==> src/rtl/popcount_scheduler.sv <==
// popcount_scheduler: round-robin front end for a shared, fixed-latency
// 32-input popcount datapath. It grants one requester word per cycle,
// issues it to the datapath, and tags each word with its requester ID
// through a pipeline matched to the datapath latency. It then routes
// each returning count back to its requester as a one-cycle strobe.
//
// Parameters: NREQ requesters (2..8), LATENCY datapath stages (>=1),
//             ACC_W response width (>=6).
// Ports:
//   clk, rst              clock, synchronous active-high reset
//   req_valid/data/last   per-requester word offers (data 32 bits each)
//   req_ready             one-hot combinational grant
//   pc_valid, pc_data     registered word to the datapath
//   pc_result             datapath count, LATENCY cycles after pc_data
//   rsp_valid, rsp_count  one-hot response strobe and its count
// Optional feature: define POPCNT_SCHED_ACC_EN for per-requester
// saturating packet accumulation (responses only on last words).
module popcount_scheduler #(
    parameter int NREQ    = 4,
    parameter int LATENCY = 9,
    parameter int ACC_W   = 16
) (
    input  logic                 clk,
    input  logic                 rst,
    input  logic [NREQ-1:0]      req_valid,
    input  logic [32*NREQ-1:0]   req_data,
    input  logic [NREQ-1:0]      req_last,
    output logic [NREQ-1:0]      req_ready,
    output logic                 pc_valid,
    output logic [31:0]          pc_data,
    input  logic [5:0]           pc_result,
    output logic [NREQ-1:0]      rsp_valid,
    output logic [ACC_W-1:0]     rsp_count
);

    localparam int IDW = (NREQ > 1) ? $clog2(NREQ) : 1;

    logic [IDW-1:0] ptr;
    logic [IDW-1:0] ptr_nxt;
    logic [IDW-1:0] win_id;
    logic           win_any;
    logic [31:0]    win_data;

    // First valid index at or after ptr, scanning modulo NREQ.
    always_comb begin
        int idx;
        win_any = 1'b0;
        win_id  = '0;
        idx     = 0;
        for (int off = 0; off < NREQ; off++) begin
            idx = (int'(ptr) + off) % NREQ;
            if (!win_any && req_valid[IDW'(idx)]) begin
                win_any = 1'b1;
                win_id  = IDW'(idx);
            end
        end
    end

    assign req_ready = win_any ? (NREQ'(1) << win_id) : '0;
    assign win_data  = req_data[32*int'(win_id) +: 32];
    assign ptr_nxt   = (int'(win_id) == NREQ - 1) ? '0
                                                  : win_id + IDW'(1);

    // Stage 0 of the tag pipe is captured alongside pc_valid; stage
    // LATENCY lines up with pc_result.
    logic [LATENCY:0] tag_v;
    logic [IDW-1:0]   tag_id [LATENCY+1];

    always_ff @(posedge clk) begin
        if (rst) begin
            ptr      <= '0;
            pc_valid <= 1'b0;
            pc_data  <= '0;
            tag_v    <= '0;
        end else begin
            pc_valid <= win_any;
            tag_v    <= {tag_v[LATENCY-1:0], win_any};
            if (win_any) begin
                pc_data <= win_data;
                ptr     <= ptr_nxt;
            end
        end
    end

    // Payload needs no reset: it is qualified by tag_v.
    always_ff @(posedge clk) begin
        tag_id[0] <= win_id;
        for (int k = 1; k <= LATENCY; k++) begin
            tag_id[k] <= tag_id[k-1];
        end
    end

    logic           tail_v;
    logic [IDW-1:0] tail_id;

    assign tail_v  = tag_v[LATENCY];
    assign tail_id = tag_id[LATENCY];

`ifdef POPCNT_SCHED_ACC_EN
    logic             tag_last [LATENCY+1];
    logic [ACC_W-1:0] acc [NREQ];
    logic [ACC_W:0]   sum;
    logic [ACC_W-1:0] sum_sat;

    always_ff @(posedge clk) begin
        tag_last[0] <= req_last[win_id];
        for (int k = 1; k <= LATENCY; k++) begin
            tag_last[k] <= tag_last[k-1];
        end
    end

    assign sum     = {1'b0, acc[tail_id]} + (ACC_W+1)'(pc_result);
    assign sum_sat = sum[ACC_W] ? '1 : sum[ACC_W-1:0];

    always_ff @(posedge clk) begin
        if (rst) begin
            rsp_valid <= '0;
            rsp_count <= '0;
            for (int i = 0; i < NREQ; i++) begin
                acc[i] <= '0;
            end
        end else begin
            rsp_valid <= '0;
            if (tail_v) begin
                if (tag_last[LATENCY]) begin
                    rsp_valid     <= NREQ'(1) << tail_id;
                    rsp_count     <= sum_sat;
                    acc[tail_id]  <= '0;
                end else begin
                    acc[tail_id]  <= sum_sat;
                end
            end
        end
    end
`else
    logic unused_last;
    assign unused_last = ^req_last;

    always_ff @(posedge clk) begin
        if (rst) begin
            rsp_valid <= '0;
            rsp_count <= '0;
        end else begin
            rsp_valid <= '0;
            if (tail_v) begin
                rsp_valid <= NREQ'(1) << tail_id;
                rsp_count <= ACC_W'(pc_result);
            end
        end
    end
`endif

endmodule

==> config.mk <==
export PLATFORM = sky130hd
export DESIGN_NAME = popcount_scheduler
export DESIGN_NICKNAME = d
export VERILOG_FILES = /design/src/rtl/popcount_scheduler.sv
export SDC_FILE = /design/constraint.sdc
export NUM_CORES = 1
export LEC_CHECK = 0
export ABC_AREA = 1
export ABC_CLOCK_PERIOD_IN_PS = 2400
export CORE_MARGIN = 3
export CORE_UTILIZATION = 40
export CTS_CLUSTER_DIAMETER = 30
export CTS_CLUSTER_SIZE = 28
export DETAILED_ROUTE_END_ITERATION = 7
export PLACE_DENSITY = 0.78
export SYNTH_ARGS = -nofsm -noshare
export SYNTH_HDL_FRONTEND = slang
export SYNTH_SLANG_ARGS = --single-unit
export TNS_END_PERCENT = 10
==> constraint.sdc <==
create_clock -name clk -period 2.4 [get_ports clk]
set_clock_uncertainty 0.15 [all_clocks]
set_input_delay 0.48 -clock clk [delete_from_list [all_inputs] [get_ports clk]]
set_output_delay 0.48 -clock clk [all_outputs]
set_load 0.1 [all_outputs]
=== Yosys cells after proc, flatten, opt, wreduce, memory -nomap -nowiden ===
Memories as Yosys holds them, arrays and structs flattened.
Index checks and enable logic that the tools add are counted.
Widths: inputs -> output; s select.

* Word-level logic and storage cells: 49
* Register bits after elaboration: 55
* Output and inout bits: 57
* Input bits: 144
* Memories kept: 1
* Memory bits (writable): 20

* $lt $le $gt $ge: 4
* Equal/unequal tests: 1
* Multiplexer cells: 22
* Bitwise logic cells: 1
* Reductions and logical operators: 7
* Shift-type cells: 3
* $add $sub $neg: 4

{| class="wikitable"
|+ Memory list
! name !! depth !! width !! rd ports !! clocked after Yosys merged registers in !! wr ports !! RTL line !! source
|-
| tag_id || 10 || 2 || 10 || 0 || 10 || 67 || <nowiki>logic [IDW-1:0] tag_id [LATENCY+1];</nowiki>
|}

{| class="wikitable"
|+ Operators with widths
! operator !! count
|-
| $shiftx 128x8->32 || 1
|-
| $lt 2x4->1 const B || 4
|-
| $mux 1 || 12
|-
| $mux 2 || 5
|-
| $bmux 1 s2 || 4
|-
| $shl 1x2->4 const A || 2
|-
| $add 2x1->2 const B || 2
|-
| $add 2x2->2 const B || 2
|-
| $mux 4 || 1
|-
| $logic_and 1x1->1 || 3
|-
| $logic_not 1->1 || 3
|-
| $eq 2x1->1 const B || 1
|-
| $reduce_or 2->1 || 1
|-
| $not 1->1 || 1
|}

=== Depth between registers and ports, before layout ===
Gate-level depths: netlist of run 1.

* Depth in word-level cells: 15
* Depth in mapped cells: 17
* Depth with buffers taken out: 15

=== Worst setup path before layout of run 1 ===
OpenSTA, ideal clock, no wires.

* Path kind: input to output
* Start point: in req_valid[1]
* End point: out req_ready[0]
* Path buffers: 2
* Stages on the path: 12
* Slack: -0.919 ns
* Arrival: 2.689 ns
* Data required time: 1.770 ns
* Cells stage by stage: inv_1 > nand2_1 > nand3_1 > nand2_2 > nor2_1 > nor2_1 > nand2_2 > nand2_4 > buf_6 > buf_6 > nand2_1 > nor2_1

* Word-level cells in the longest chain between the ends: 15
* Elaborated cells between the ends (all ways): 28
* Those cells by class: 1 x shift; 21 x mux; 6 x reduce/logical

{| class="wikitable"
|+ Ends and longest elaborated chain
! what !! RTL line !! source
|-
| start: declaration || 25 || <nowiki>input logic [NREQ-1:0] req_valid,</nowiki>
|-
| $bmux 1 s2 || 52 || <nowiki>if (!win_any && req_valid[IDW'(idx)]) begin</nowiki>
|-
| $mux 1 (not written as such) (2 in a row) || 52 ||
|-
| $mux 1 || 52 ||
|-
| $logic_not 1->1 || 52 ||
|-
| $logic_and 1x1->1 || 52 ||
|-
| $mux 1 || 52 ||
|-
| $logic_not 1->1 || 52 ||
|-
| $logic_and 1x1->1 || 52 ||
|-
| $mux 1 || 52 ||
|-
| $logic_not 1->1 || 52 ||
|-
| $logic_and 1x1->1 || 52 ||
|-
| $mux 2 || 52 ||
|-
| $shl 1x2->4 || 59 || <nowiki>assign req_ready = win_any ? (NREQ'(1) << win_id) : '0;</nowiki>
|-
| $mux 4 (*) || 59 ||
|-
| end: declaration || 28 || <nowiki>output logic [NREQ-1:0] req_ready,</nowiki>
|}

Mark *: on every way between the ends. The rest lies on a longest branch, timed or not. The select of a mux whose other input is x is not followed.

=== Worst setup path in the final report of run 1 ===
* Start point: reg ptr[0]
* End point: out req_ready[2]

* Word-level cells in the longest chain between the ends: 15
* Elaborated cells between the ends (all ways): 31
* Those cells by class: 3 x add/sub; 1 x shift; 21 x mux; 6 x reduce/logical

{| class="wikitable"
|+ Ends and longest elaborated chain
! what !! RTL line !! source
|-
| start: declaration || 38 || <nowiki>logic [IDW-1:0] ptr;</nowiki>
|-
| start signal: assignment || 80 || <nowiki>ptr <= ptr_nxt;</nowiki>
|-
| branches (longest 14 deep; another with $add 2x1->2) || - ||
|-
| $mux 4 (*) || 59 ||
|}

Mark *: on every way between the ends. The select of a mux whose other input is x is not followed.

==> results.cfg, run 1 <==
[run_status]
status = finished, violations left
failed_checks = negative setup slack

[clock_tree]
insertion_delay_ns = 0.34
cts_tree = built
cts_hold_buf = 0
htree_levels = 3
clock_path_buffers = 2
cts_root_buf = clkbuf_8
clk_pin_slew_ns = 0.08
cts_made_buffers = 9
cts_sinks = 74

[timing]
clock.fmax_mhz = 384
fin_crit_ns = 2.61
finalSetupViolCount = 4
final-hold-violation-count = 0
setup_ws_ns = -0.206
post-route-period-util_pct = 109
rsz0062_at_grt = true
hold_slack_ns = 0.175
slew_violations = 0

[pwr]
cellPowerDensity_nw_per_um2 = 1660
power.leakage_uw = 0.00320
peakVddDrop_mv = 0.825

[floorplanning]
start_util_pct = 41.5
die_w_um = 104
core_region_area_um2 = 9330
dieHeight_um = 104
rows = 35
die_area_um2 = 10900
ios = 201

[global_routing]
antenna_found_initial = 0
track_usage_pct = 21.9
grt_max_degree = 39
grt_remaining_overflow = 0
grt_pass1_wl_mm = 19.6
grt_pass1_vias = 4248

[synth]
synth_area_um2 = 3870
netlist_instances = 610
synthAdderAreaFrac_pct = 0
synthXorXnorAreaFrac_pct = 0
synth_top_family_by_area = simple AND/OR/NAND/NOR gates
ys_types = 22
yosys_warnings = 0
yosys.area_share.simple_pct = 42.1
syn_avg_cell_area_um2 = 6.35
synth-compound-area-share_pct = 5.59
yosysSeqAreaShare_pct = 38.3
yosys-mux-area-fraction_pct = 0
ys_seq_elements = 74

[cells_and_area]
area_growth_pct = 62.6
multiInputGateArea_um2 = 2060
seq_area_um2 = 1490
nets = 948
num_antenna_cells = 0
n_fill_cell = 807
drive_gt1_share_pct = 18.8

[setup_path]
crit_path_end_kind = output pin
crit_arrival_ns = 1.98
cp.required_ns = 1.77
path_max_fanout = 8
path_class = flip-flop to output pin
start_kind = flip-flop

[placement]
dp.final_hpwl_mm = 8.95
dp_slack_ns = -0.449
numPortBuffers = 186
routabilityCongestion = 0.867

[detailed_routing]
first_pass_iters = 4
drc = 0
vias_per_cell = 4.68
drt_iter0_drc = 150
via_count = 4388
wirelength_mm = 12.3
ant_nets = 0
detail_route.wl_per_cell_um = 13.1

[job]
maxCapViolCount = 0

[worst_hold_path]
hp-class = flip-flop to flip-flop
[layer usage]
layer | track usage, % | wire, µm | up-vias
met5 | 0 | 0 | -
met4 | 7.31 | 284 | 0
met3 | 6.95 | 981 | 22
met2 | 38.6 | 6030 | 184
met1 | 24.9 | 5010 | 1913
li1 | - | - | 2269
[cells in the mapped netlist]
cell      instances  area share [%]
nand2_4           2            0.58
o21ai_0          35             4.5
a21oi_1           3            0.39
conb_1            1           0.097
nand2_2           4            0.65
buf_2            19             2.5
nor2_4            2            0.58
inv_1            58             5.6
dfxtp_1          74              38
nand2_1         196              19
nand4_1           1            0.16
nand3_2           1            0.26
nor2_1           56             5.4
buf_6             6             1.7
buf_4            14             2.7
clkbuf_1          9            0.87
a31oi_1           1            0.16
nand3b_1          1            0.19
o21ai_1           4            0.52
nand3_1         114              15
nor2_2            3            0.48
inv_2             6            0.58
[cell type report]
type / count / area share [%]
timing repair buffer: 222 / 33.0
clock inverter: 7 / 1.97
inverter: 64 / 4.19
sequential: 74 / 23.6
tap: 129 / 2.56
clock buffer: 9 / 1.97
multi-input combinational: 433 / 32.7
[final timing paths]
kind | startpoint | endpoint | slack, ns | depth (start not counted)
max | ptr[0] | req_ready[2] | -0.21 | 12
min | tag_id[7][1] | tag_id[8][1] | 0.18 | 0
max reg2reg | ptr[0] | pc_data[30] | 0.05 | 16
min reg2reg | tag_id[7][1] | tag_id[8][1] | 0.18 | 0
[through the flow]
stage,total power (µW),utilization (%),setup TNS [ns],cell area [µm²],cells
after floorplan,7200,-,-0.181,3960,619
after global placement,8650,62.2,-9.92,5800,911
after detailed placement,8770,62.2,-12.42,5800,911
after CTS,10300,66.5,-0.609,6200,933
after global routing,11200,67.5,-2.39,6300,938
final,10400,67.5,-0.738,6300,938
[worst max-delay path: stages (launching register included)]
cell and delay, ns:
dfxtp_4 0.38, buf_12 0.15, nand2_2 0.05, nand2_2 0.07
nand2_2 0.08, nand2_2 0.07, nor2_4 0.14, nand3_2 0.11
nand2_4 0.12, nand2_8 0.09, nand2_4 0.09, clkinvlp_4 0.10
buf_12 0.17
[logic make-up (layout without fill, tap and decap cells)]
family	after synthesis	after routing
flops	74	74
compound gates	43	43
simple gates	380	380
buf+inv	112	302
other cells	1	10
[what timing repair did]
action,in CTS,in global routing
cloned,0,0
gates resized for setup,36,15
pin swaps,13,14
setup buffers,6,5
endpoints found under the setup margin,14,30
[power by group]
part / leakage [µW] / total, µW / internal, µW / switching [µW]
clock network: 0.000121 / 1180 / 702 / 481
logic: 0.00246 / 7430 / 2360 / 5070
registers: 0.000614 / 1830 / 1650 / 176
total: 0.00320 / 10400 / 4720 / 5730
[registers in the layout, summed over array words and instances (netlist names)]
| register | cells |
|---|---|
| tag_id | 20 |
| rsp_valid | 4 |
| ptr | 2 |
| tag_v | 10 |
| rsp_count | 6 |
| pc_data | 32 |
[placed cells by master, fill, tap and decap left out, drive strengths merged]
master	instances
a31oi	1
dfxtp	74
o21ai	39
nand3	115
nand3b	1
clkdlybuf4s50	135
inv	66
nand4	1
bufinv	3
clkinvlp	2
a21oi	3
buf	83
conb	10
nor2	61
dlygate4sd2	4
clkbuf	9
nand2	202
Note: power is estimated with default switching activity, not from simulation.
==> inputs of run 2 (changes only) <==
--- a/config.mk
+++ b/config.mk
@@ -5,10 +5,8 @@
 export SDC_FILE = /design/constraint.sdc
 export NUM_CORES = 1
 export LEC_CHECK = 0
-export ABC_AREA = 1
-export ABC_CLOCK_PERIOD_IN_PS = 2400
 export CORE_MARGIN = 3
-export CORE_UTILIZATION = 40
+export CORE_UTILIZATION = 38
 export CTS_CLUSTER_DIAMETER = 30
 export CTS_CLUSTER_SIZE = 28
 export DETAILED_ROUTE_END_ITERATION = 7
==> run 2 against run 1 <==
The flow now finishes without violations. Die area fell by 8.2%. Critical endpoint is now req_ready[0]. Highest routed layer unchanged. Synthesized area fell by 13%. Critical path depth fell by 3. Synthesized cell count fell by 39%. Routed wire length fell by 13%. Non-clock buffer count fell by 7. Sequential share of layout area rose by 2.8 points. First-iteration DRC count fell by 55%.
==> results.cfg, run 2 <==
[clock_tree]
insertion_delay_ns = 0.33
htree_levels = 3
cts_root_buf = clkbuf_8
cts_sinks = 74
clk_pin_slew_ns = 0.07
cts_made_buffers = 9
cts_tree = built
cts_hold_buf = 0
clock_path_buffers = 2

[pwr]
cellPowerDensity_nw_per_um2 = 761
peakVddDrop_mv = 0.326
power.leakage_uw = 0.00238

[floorplanning]
rows = 33
die_area_um2 = 10000
dieHeight_um = 100
core_region_area_um2 = 8380
ios = 201
start_util_pct = 40.1
die_w_um = 100

[setup_path]
cpMostUsedCell = buf_12
crit_arrival_ns = 1.72
crit_slowest_cell = nor3_4
critical_path_buf_inv_count = 5
cp.required_ns = 1.77
path_max_fanout = 5
path_delay_family = buffers and inverters
crit_chain = buf_2, nor2_4, buf_12, nor4_4, buf_4, nor2_8, inv_4, nor3_4, buf_12
start_kind = primary input
cpPeakStageDelay_ns = 0.22
crit_path_end_kind = output pin
path_class = primary input to output pin

[cells_and_area]
final_design_area_no_fill_um2 = 5620
n_fill_cell = 670
top_register = pc_data
most-common-layout-cells = 135 x clkdlybuf4s50_1, 72 x dfxtp_1, 67 x buf_4
seq_area_um2 = 1490
final_common_cell = clkdlybuf4s50_1
nets = 713
largestRegisters = pc_data x32, tag_id x20, tag_v x10
largest_register_ff_count = 32
num_antenna_cells = 0
area_growth_pct = 67.4
multiInputGateArea_um2 = 1730
drive_gt1_share_pct = 19.7

[placement]
numPortBuffers = 186
routabilityCongestion = 0.908
placed_area_um2 = 5380
dp.final_hpwl_mm = 7.95

[global_routing]
track_usage_pct = 21.2
antenna_found_initial = 0
grt_pass1_wl_mm = 16.9
grt_pass1_vias = 3489
grt_remaining_overflow = 0
grt_max_degree = 33

[synth]
yosysMostFrequentCell = dfxtp_1
ys.flop_type = dfxtp_1
ys_types = 35
netlist_top_cells_count = 74 x dfxtp_1, 38 x mux2i_1, 38 x nand2_1
synth_top_area_share_pct = 44.1
netlist_instances = 374
yosys_warnings = 0
ys_seq_elements = 74
synthTopCellsByArea = dfxtp_1 44%, mux2i_1 11%, a21o_1 7.2%, o211ai_1 7.2%, nand3_1 4.9%
synth_largest_area_cell = dfxtp_1
yosysSeqAreaShare_pct = 44.1
synth_area_um2 = 3360
synth_edf_count = 0
async_flop_share_pct = 0
syn_avg_cell_area_um2 = 8.98

[timing]
post-route-period-util_pct = 98.1
setup_tns_ns = 0
clock.fmax_mhz = 425
rsz0062_at_grt = true
slew_violations = 0
final-hold-violation-count = 0
fin_crit_ns = 2.35
finalSetupViolCount = 0

[detailed_routing]
via_count = 3456
first_pass_iters = 4
detail_route.wl_per_cell_um = 15.9
wirelength_mm = 10.8
drt_iter0_drc = 67
ant_nets = 0
vias_per_cell = 5.10
drc = 0

[worst_hold_path]
hp-class = flip-flop to flip-flop

[run_status]
status = finished, final reports clean

[job]
maxCapViolCount = 0
==> run 2: cell type report <==
class / count / area share [%]
Clock inverter: 6 / 1.20
Tap cell: 105 / 2.34
Clock buffer: 9 / 2.20
Timing Repair Buffer: 215 / 36.5
Sequential cell: 74 / 26.5
Multi-Input combinational cell: 263 / 30.7
Inverter: 6 / 0.512
==> run 2: routing by layer <==
| metal | part of all wire (%) | GRT usage (%) | wire length (µm) |
|---|---|---|---|
| met5 | 0 | 0 | 0 |
| met4 | 0.47 | 4.46 | 51 |
| met3 | 9.8 | 7.44 | 1060 |
| met2 | 53 | 40.1 | 5710 |
| met1 | 37 | 22.7 | 3950 |
==> run 2: logic make-up after synthesis <==
group,after synthesis,synth area share [%]
AO/OA/AOI/OAI,104,20.5
buffers and inverters,46,7.30
flip-flops,74,44.1
multiplexers,38,11.3
other,1,0.112
AND/OR/NAND/NOR,111,16.7
==> run 2: power by group <==
group / leakage (µW) / internal [µW] / switching [µW]
Combinational: 0.00168 / 639 / 1230
Clock: 0.0000917 / 478 / 470
Sequential: 0.000613 / 1390 / 73.2
==> run 2: timing repair <==
action | CTS | global route
endpoints found under the setup margin | 4 | 4
pin swaps | 2 | 4
resized for setup | 16 | 9
setup buffers | 1 | 1
==> run 2: per-stage QoR <==
| step | total power [µW] | setup WS [ns] | std cells | hold slack, ns | util, % |
|---|---|---|---|---|---|
| after detailed placement | 3350 | -0.366 | 661 | 0.162 | 64.2 |
| after global routing | 4460 | -0.0259 | 678 | 0.181 | 67.1 |
| final | 4280 | 0.0459 | 678 | 0.176 | 67.1 |
| after floorplan | 2750 | -0.228 | 383 | 0.160 | - |
| after global placement | 3320 | -0.309 | 661 | 0.161 | 64.2 |
| after CTS | 4310 | 0.0000533 | 677 | 0.174 | 67.1 |
==> run 2: path summary, 6_finish.rpt <==
kind / startpoint / slack, ns / depth (start not counted) / end
worst max-delay path: req_valid[1] / 0.05 / 9 / req_ready[0]
worst min-delay path: tag_id[6][0] / 0.18 / 0 / tag_id[7][0]
worst max register to register: ptr[0] / 0.50 / 7 / pc_data[24]
worst min register to register: tag_id[6][0] / 0.18 / 0 / tag_id[7][0]
